[config.mk]
export PLATFORM = sky130hd
export DESIGN_NAME = fir_dec_fifo
export DESIGN_NICKNAME = d
export VERILOG_FILES = /design/src/rtl/fir_pkg.sv /design/src/rtl/sync_fifo.sv /design/src/rtl/fir_dec_fifo.sv
export SDC_FILE = /design/constraint.sdc
export NUM_CORES = 1
export LEC_CHECK = 0
export BUFFER_PORTS_ARGS = -buffer_cell sky130_fd_sc_hd__buf_4
export CELL_PAD_IN_SITES_DETAIL_PLACEMENT = 0
export CELL_PAD_IN_SITES_GLOBAL_PLACEMENT = 1
export CORE_MARGIN = 4
export CORE_UTILIZATION = 45
export DETAILED_ROUTE_END_ITERATION = 8
export PLACE_DENSITY_LB_ADDON = 0.1
export REMOVE_ABC_BUFFERS = 1
export SLEW_MARGIN = 20
export SYNTH_ARGS = -nofsm -noshare
export SYNTH_HDL_FRONTEND = slang
export SYNTH_HIERARCHICAL = 1
export SYNTH_SLANG_ARGS = --single-unit
export TNS_END_PERCENT = 30
[constraint.sdc]
create_clock -name clk -period 7.6 [get_ports clk]
set_clock_uncertainty 0.05 [all_clocks]
set_input_delay 0 -clock clk [delete_from_list [all_inputs] [get_ports clk]]
set_output_delay 0 -clock clk [all_outputs]
set_load 0.02 [all_outputs]
[src/rtl/fir_pkg.sv]
// Shared types and constants for the FIR output chain.
// sat16 clamps a sign-extended, gain-shifted FIR sample into the 16-bit range.
package fir_pkg;

  localparam int FIR_OUT_W = 24;
  localparam int SAMPLE_W  = 16;
  localparam int WIDE_W    = FIR_OUT_W + 7;

  typedef logic signed [FIR_OUT_W-1:0] fir_out_t;
  typedef logic signed [SAMPLE_W-1:0]  sample_t;
  typedef logic signed [WIDE_W-1:0]    wide_t;

  localparam sample_t SAT_MAX = 16'sh7FFF;
  localparam sample_t SAT_MIN = 16'sh8000;

  function automatic sample_t sat16(input wide_t x);
    sample_t r;
    if (x > wide_t'(SAT_MAX)) begin
      r = SAT_MAX;
    end else if (x < wide_t'(SAT_MIN)) begin
      r = SAT_MIN;
    end else begin
      r = x[SAMPLE_W-1:0];
    end
    return r;
  endfunction

endpackage

[src/rtl/sync_fifo.sv]
// Single-clock FIFO on a register array; a push while full is accepted only
// together with a pop, so a full FIFO streams at one word per cycle.
module sync_fifo #(
  parameter  int WIDTH = 16,
  parameter  int DEPTH = 8,
  localparam int AW    = $clog2(DEPTH),
  localparam int LW    = AW + 1
) (
  input  logic             clk,
  input  logic             rst_n,
  input  logic             push,
  input  logic             pop,
  input  logic [WIDTH-1:0] wdata,
  output logic [WIDTH-1:0] rdata,
  output logic             full,
  output logic             empty,
  output logic [LW-1:0]    level
);

  logic [WIDTH-1:0] mem_r [DEPTH];
  logic [AW-1:0]    wr_ptr_r;
  logic [AW-1:0]    rd_ptr_r;
  logic [LW-1:0]    level_r;
  logic             do_push_s;
  logic             do_pop_s;

  assign empty     = (level_r == {LW{1'b0}});
  assign full      = (level_r == LW'(DEPTH));
  assign do_pop_s  = pop && !empty;
  assign do_push_s = push && (!full || do_pop_s);
  assign rdata     = mem_r[rd_ptr_r];
  assign level     = level_r;

  // Storage array; contents need no reset because reads are masked while empty.
  always_ff @(posedge clk) begin
    if (do_push_s) begin
      mem_r[wr_ptr_r] <= wdata;
    end
  end

  // Pointer and occupancy bookkeeping.
  always_ff @(posedge clk or negedge rst_n) begin
    if (!rst_n) begin
      wr_ptr_r <= {AW{1'b0}};
      rd_ptr_r <= {AW{1'b0}};
      level_r  <= {LW{1'b0}};
    end else begin
      if (do_push_s) begin
        wr_ptr_r <= wr_ptr_r + AW'(1'b1);
      end
      if (do_pop_s) begin
        rd_ptr_r <= rd_ptr_r + AW'(1'b1);
      end
      case ({do_push_s, do_pop_s})
        2'b10:   level_r <= level_r + LW'(1'b1);
        2'b01:   level_r <= level_r - LW'(1'b1);
        default: level_r <= level_r;
      endcase
    end
  end

endmodule

[src/rtl/fir_dec_fifo.sv]
// Post-FIR stage: drops fill samples, decimates, applies gain with saturation,
// and buffers results for a valid/ready consumer.
module fir_dec_fifo
  import fir_pkg::*;
#(
  parameter  int DECIM = 4,
  parameter  int SKIP  = 3,
  parameter  int SHIFT = 0,
  parameter  int DEPTH = 8,
  localparam int LW    = $clog2(DEPTH) + 1
) (
  input  logic                       clk,
  input  logic                       rst_n,
  input  logic signed [FIR_OUT_W-1:0] din,
  input  logic                       din_vld,
  output logic signed [SAMPLE_W-1:0] dout,
  output logic                       dout_vld,
  input  logic                       dout_rdy,
  output logic [LW-1:0]              level,
  output logic                       ovf,
  input  logic                       ovf_clr
);

  logic [7:0]    skip_cnt_r;
  logic [7:0]    dec_cnt_r;
  logic          ovf_r;
  logic          kept_s;
  logic          pop_s;
  logic          drop_s;
  logic          fifo_full_s;
  logic          fifo_empty_s;
  wide_t         wide_s;
  sample_t       sat_s;
  sample_t       head_s;

  assign kept_s = din_vld && (skip_cnt_r == 8'd0) && (dec_cnt_r == 8'd0);
  assign pop_s  = !fifo_empty_s && dout_rdy;
  assign drop_s = kept_s && fifo_full_s && !pop_s;
  assign wide_s = wide_t'(din) <<< SHIFT;
  assign sat_s  = sat16(wide_s);

  // Fill-sample skipping, then modulo-DECIM phase counting of accepted samples.
  always_ff @(posedge clk or negedge rst_n) begin
    if (!rst_n) begin
      skip_cnt_r <= 8'(SKIP);
      dec_cnt_r  <= 8'd0;
    end else if (din_vld) begin
      if (skip_cnt_r != 8'd0) begin
        skip_cnt_r <= skip_cnt_r - 8'd1;
      end else if (dec_cnt_r == 8'(DECIM - 1)) begin
        dec_cnt_r <= 8'd0;
      end else begin
        dec_cnt_r <= dec_cnt_r + 8'd1;
      end
    end
  end

  // Sticky overflow; a drop in the same cycle as a clear keeps the flag set.
  always_ff @(posedge clk or negedge rst_n) begin
    if (!rst_n) begin
      ovf_r <= 1'b0;
    end else if (drop_s) begin
      ovf_r <= 1'b1;
    end else if (ovf_clr) begin
      ovf_r <= 1'b0;
    end
  end

  sync_fifo #(
    .WIDTH (SAMPLE_W),
    .DEPTH (DEPTH)
  ) u_fifo (
    .clk   (clk),
    .rst_n (rst_n),
    .push  (kept_s),
    .pop   (pop_s),
    .wdata (sat_s),
    .rdata (head_s),
    .full  (fifo_full_s),
    .empty (fifo_empty_s),
    .level (level)
  );

  // Output presentation: head is forced to zero while nothing is buffered.
  always_comb begin
    dout     = '0;
    dout_vld = 1'b0;
    if (fifo_empty_s) begin
      dout     = '0;
      dout_vld = 1'b0;
    end else begin
      dout     = head_s;
      dout_vld = 1'b1;
    end
  end

  assign ovf = ovf_r;

endmodule

==> flow_metrics.tcl <==
set metrics [dict create \
    synthTopCellsByCount "edfxtp_1, dfrtp_1, mux4_1, mux2_2, nor2b_1" \
    die-area_um2 17000 \
    critPathMaxStageDelay_ns 0.50 \
    synth_sequential_area_ratio_pct 67.0 \
    synthTopCellsByArea "edfxtp_1, mux4_1, dfrtp_1" \
    slowest_stage "or4b_4" \
    rrSetupSlack_ns 4.15 \
    rows 44 \
    p_leak_nw 2.85 \
    slew_headroom_pct 32.2 \
    critical_path_class "flip-flop to flip-flop" \
    crit_required_ns 7.66 \
    synth_seq_cells 155 \
    drv_cap 0 \
    wl_met3_um 443 \
    viasPerCell 5.40 \
    n_antenna_cell 0 \
    fin_nets 486 \
    cts_tree "yes" \
    ant_nets 0 \
    port_buffers 50 \
    clkTransAtPathRegs_ns 0.06 \
    cp-startpoint "skip_cnt_r[0]" \
    crit_path_start_kind "flip-flop" \
    yosysTopAreaCell "edfxtp_1" \
    cts_setup_buffers 0 \
    arrival_ns 3.51 \
    cts_buffer_depth 2 \
    insertion_delay_ns 0.41 \
    min_path_type "input pin to flip-flop" \
    netlist_instances 377 \
    synth.distinct_cells 51 \
    ys_warn_count 6 \
    syn_avg_cell_area_um2 17.9 \
    worst_pin_slew_ns 1.02 \
    rsz0062_at_grt "no" \
    hold_violations 0 \
    grt_pass1_vias 3679 \
    dp_slack_ns 4.13 \
    cts_buffers 17 \
    core_um2 14600 \
    placed_area_um2 7360 \
    cts-resized-gates 0 \
    m1WireLength_mm 6.03 \
    met2_length_mm 6.40 \
    drt-total-wl_mm 13.0 \
    yosysTopAreaCellShare_pct 56.9 \
    worstPathCellList "inv_1, ha_1, or4b_4, nor3_2, and3_1, o21a_4, nand2b_1, nor2_1, buf_4" \
    end_kind "flip-flop" \
    first_pass_iters 4 \
    max_freq_ghz 0.290 \
    worstHoldStart "din[10]" \
    grt_usage_pct 16.5 \
    min_period_ns 3.45 \
    numClockSinks 155 \
    synth_area_um2 6750 \
    rr_startpoint "skip_cnt_r[0]" \
    whs_path_depth 2 \
    place_inst 608 \
    ctsHoldBuffers 5 \
    clockRootBuffer "clkbuf_16" \
    fin_cells 644 \
    finalInstanceArea_um2 7980 \
    overflow 0 \
    p_per_area_nw_per_um2 340 \
    grt_max_degree 35 \
    initial_core_util_pct 46.3 \
    synth-main-ff-cell "edfxtp_1" \
    antenna_found_initial 0 \
    r2r_cells 9 \
    gp_congestion 0.755 \
    wl_per_cell_um 20.2 \
    die_y_um 130 \
    route.detailed.drc 0 \
    setup_viol 0 \
    cts-htree-levels 4 \
    critPathMaxFanout 11 \
    irDropWorstVdd_mv 0.217 \
    fin_crit_sh_pct 45.4 \
    post-synth-top-count-cell "edfxtp_1" \
    fp.dieW_um 130 \
    grt_pass1_wl_mm 20.6 \
    pin_count 51 \
    top_layer "met4" \
    layout-drive-gt1-share_pct 30.0 \
    via_count 3475 \
    drt_iter0_drc 254 \
    syn2layout_area_growth_pct 18.2 \
    fin_ws_ns 4.15 \
    synth_edf_count 128 \
    setup_tns_ns 0 \
    drv_slew 0 \
    status "finished, final reports clean" \
    hpwl_mm 7.89 \
    async_flop_share_pct 17.4 \
]
-- placed cells by master (no fill, tap or decap), types with 3 or more instances in the layout --
master	instances
edfxtp_1	128
buf_4	62
mux4_1	24
dfrtp_1	23
mux2_2	21
nor2b_1	19
clkbuf_16	17
o21a_1	15
nor2_1	15
inv_1	13
xnor2_1	11
ha_1	8
mux4_2	8
nand3_1	7
nand2_1	7
a21oi_1	5
nor3_2	4
or3_1	4
xor2_1	4
dlygate4sd3_1	4
nand2b_1	4
nand4_1	3
mux2_4	3
clkbuf_1	3
-- flip-flops by register name (all words and copies together) (netlist names) --
register	count
ovf	1
skip_cnt_r	8
u_fifo/level	4
dec_cnt_r	8
u_fifo/mem_r	128
u_fifo/rd_ptr_r	3
u_fifo/wr_ptr_r	3
-- report_power, final --
group / internal (W) / switching (W)
logic: 0.000448 / 0.000383
registers: 0.000976 / 0.000114
clock network: 0.000481 / 0.000312
-- critical path: cells and delay by family, from the launching register on --
| kind | cells | cell delay, ns |
|---|---|---|
| flops | 1 | 0.36 |
| fa+ha+maj | 1 | 0.20 |
| simple gates | 5 | 1.87 |
| buf+inv | 2 | 0.43 |
| compound gates | 1 | 0.22 |
-- path summary, 6_finish.rpt --
path                                             to
worst max-delay path            u_fifo/mem_r[4][10]
worst min-delay path            u_fifo/mem_r[6][10]
worst max register to register  u_fifo/mem_r[4][10]
worst min register to register         dec_cnt_r[7]
max in group asynchronous        u_fifo/rd_ptr_r[1]
min in group asynchronous              dec_cnt_r[1]
-- final cells by class --
class                           instances  area (um^2)
Clock buffer                           20          437
Clock inverter                         11          120
Fill cell                            1153         6610
Inverter                               13         48.8
Multi-Input combinational cell        194         2100
Sequential cell                       155         4520
Tap cell                              184          230
Timing Repair Buffer                   67          526
-- logic make-up (layout without fill, tap and decap cells) --
family	Yosys count	in the layout	share of synthesized area [%]
xor+xnor	15	15	1.95
fa+ha+maj	9	9	1.78
flops	155	155	67.0
compound gates	31	31	3.54
buf+inv	28	111	2.13
simple gates	81	81	7.15
mux	58	58	16.5
-- routing by layer --
layer | vias to the layer above | global-route usage [%]
li1 | 1632 | -
met5 | - | 0
met4 | 0 | 4.90
met2 | 54 | 26.1
met1 | 1775 | 23.0
met3 | 14 | 4.15
-- through the flow --
stage / total power [W] / hold slack [ns] / utilization (%)
floorplan: 0.00165 / -0.346 / -
global placement: 0.00194 / -0.111 / 50.5
detailed placement: 0.00195 / -0.105 / 50.5
CTS: 0.00276 / 0.00242 / 54.7
global route: 0.00287 / 0.0222 / 54.7
finish: 0.00271 / 0.00324 / 54.7
(Power assumes the default switching activity.)
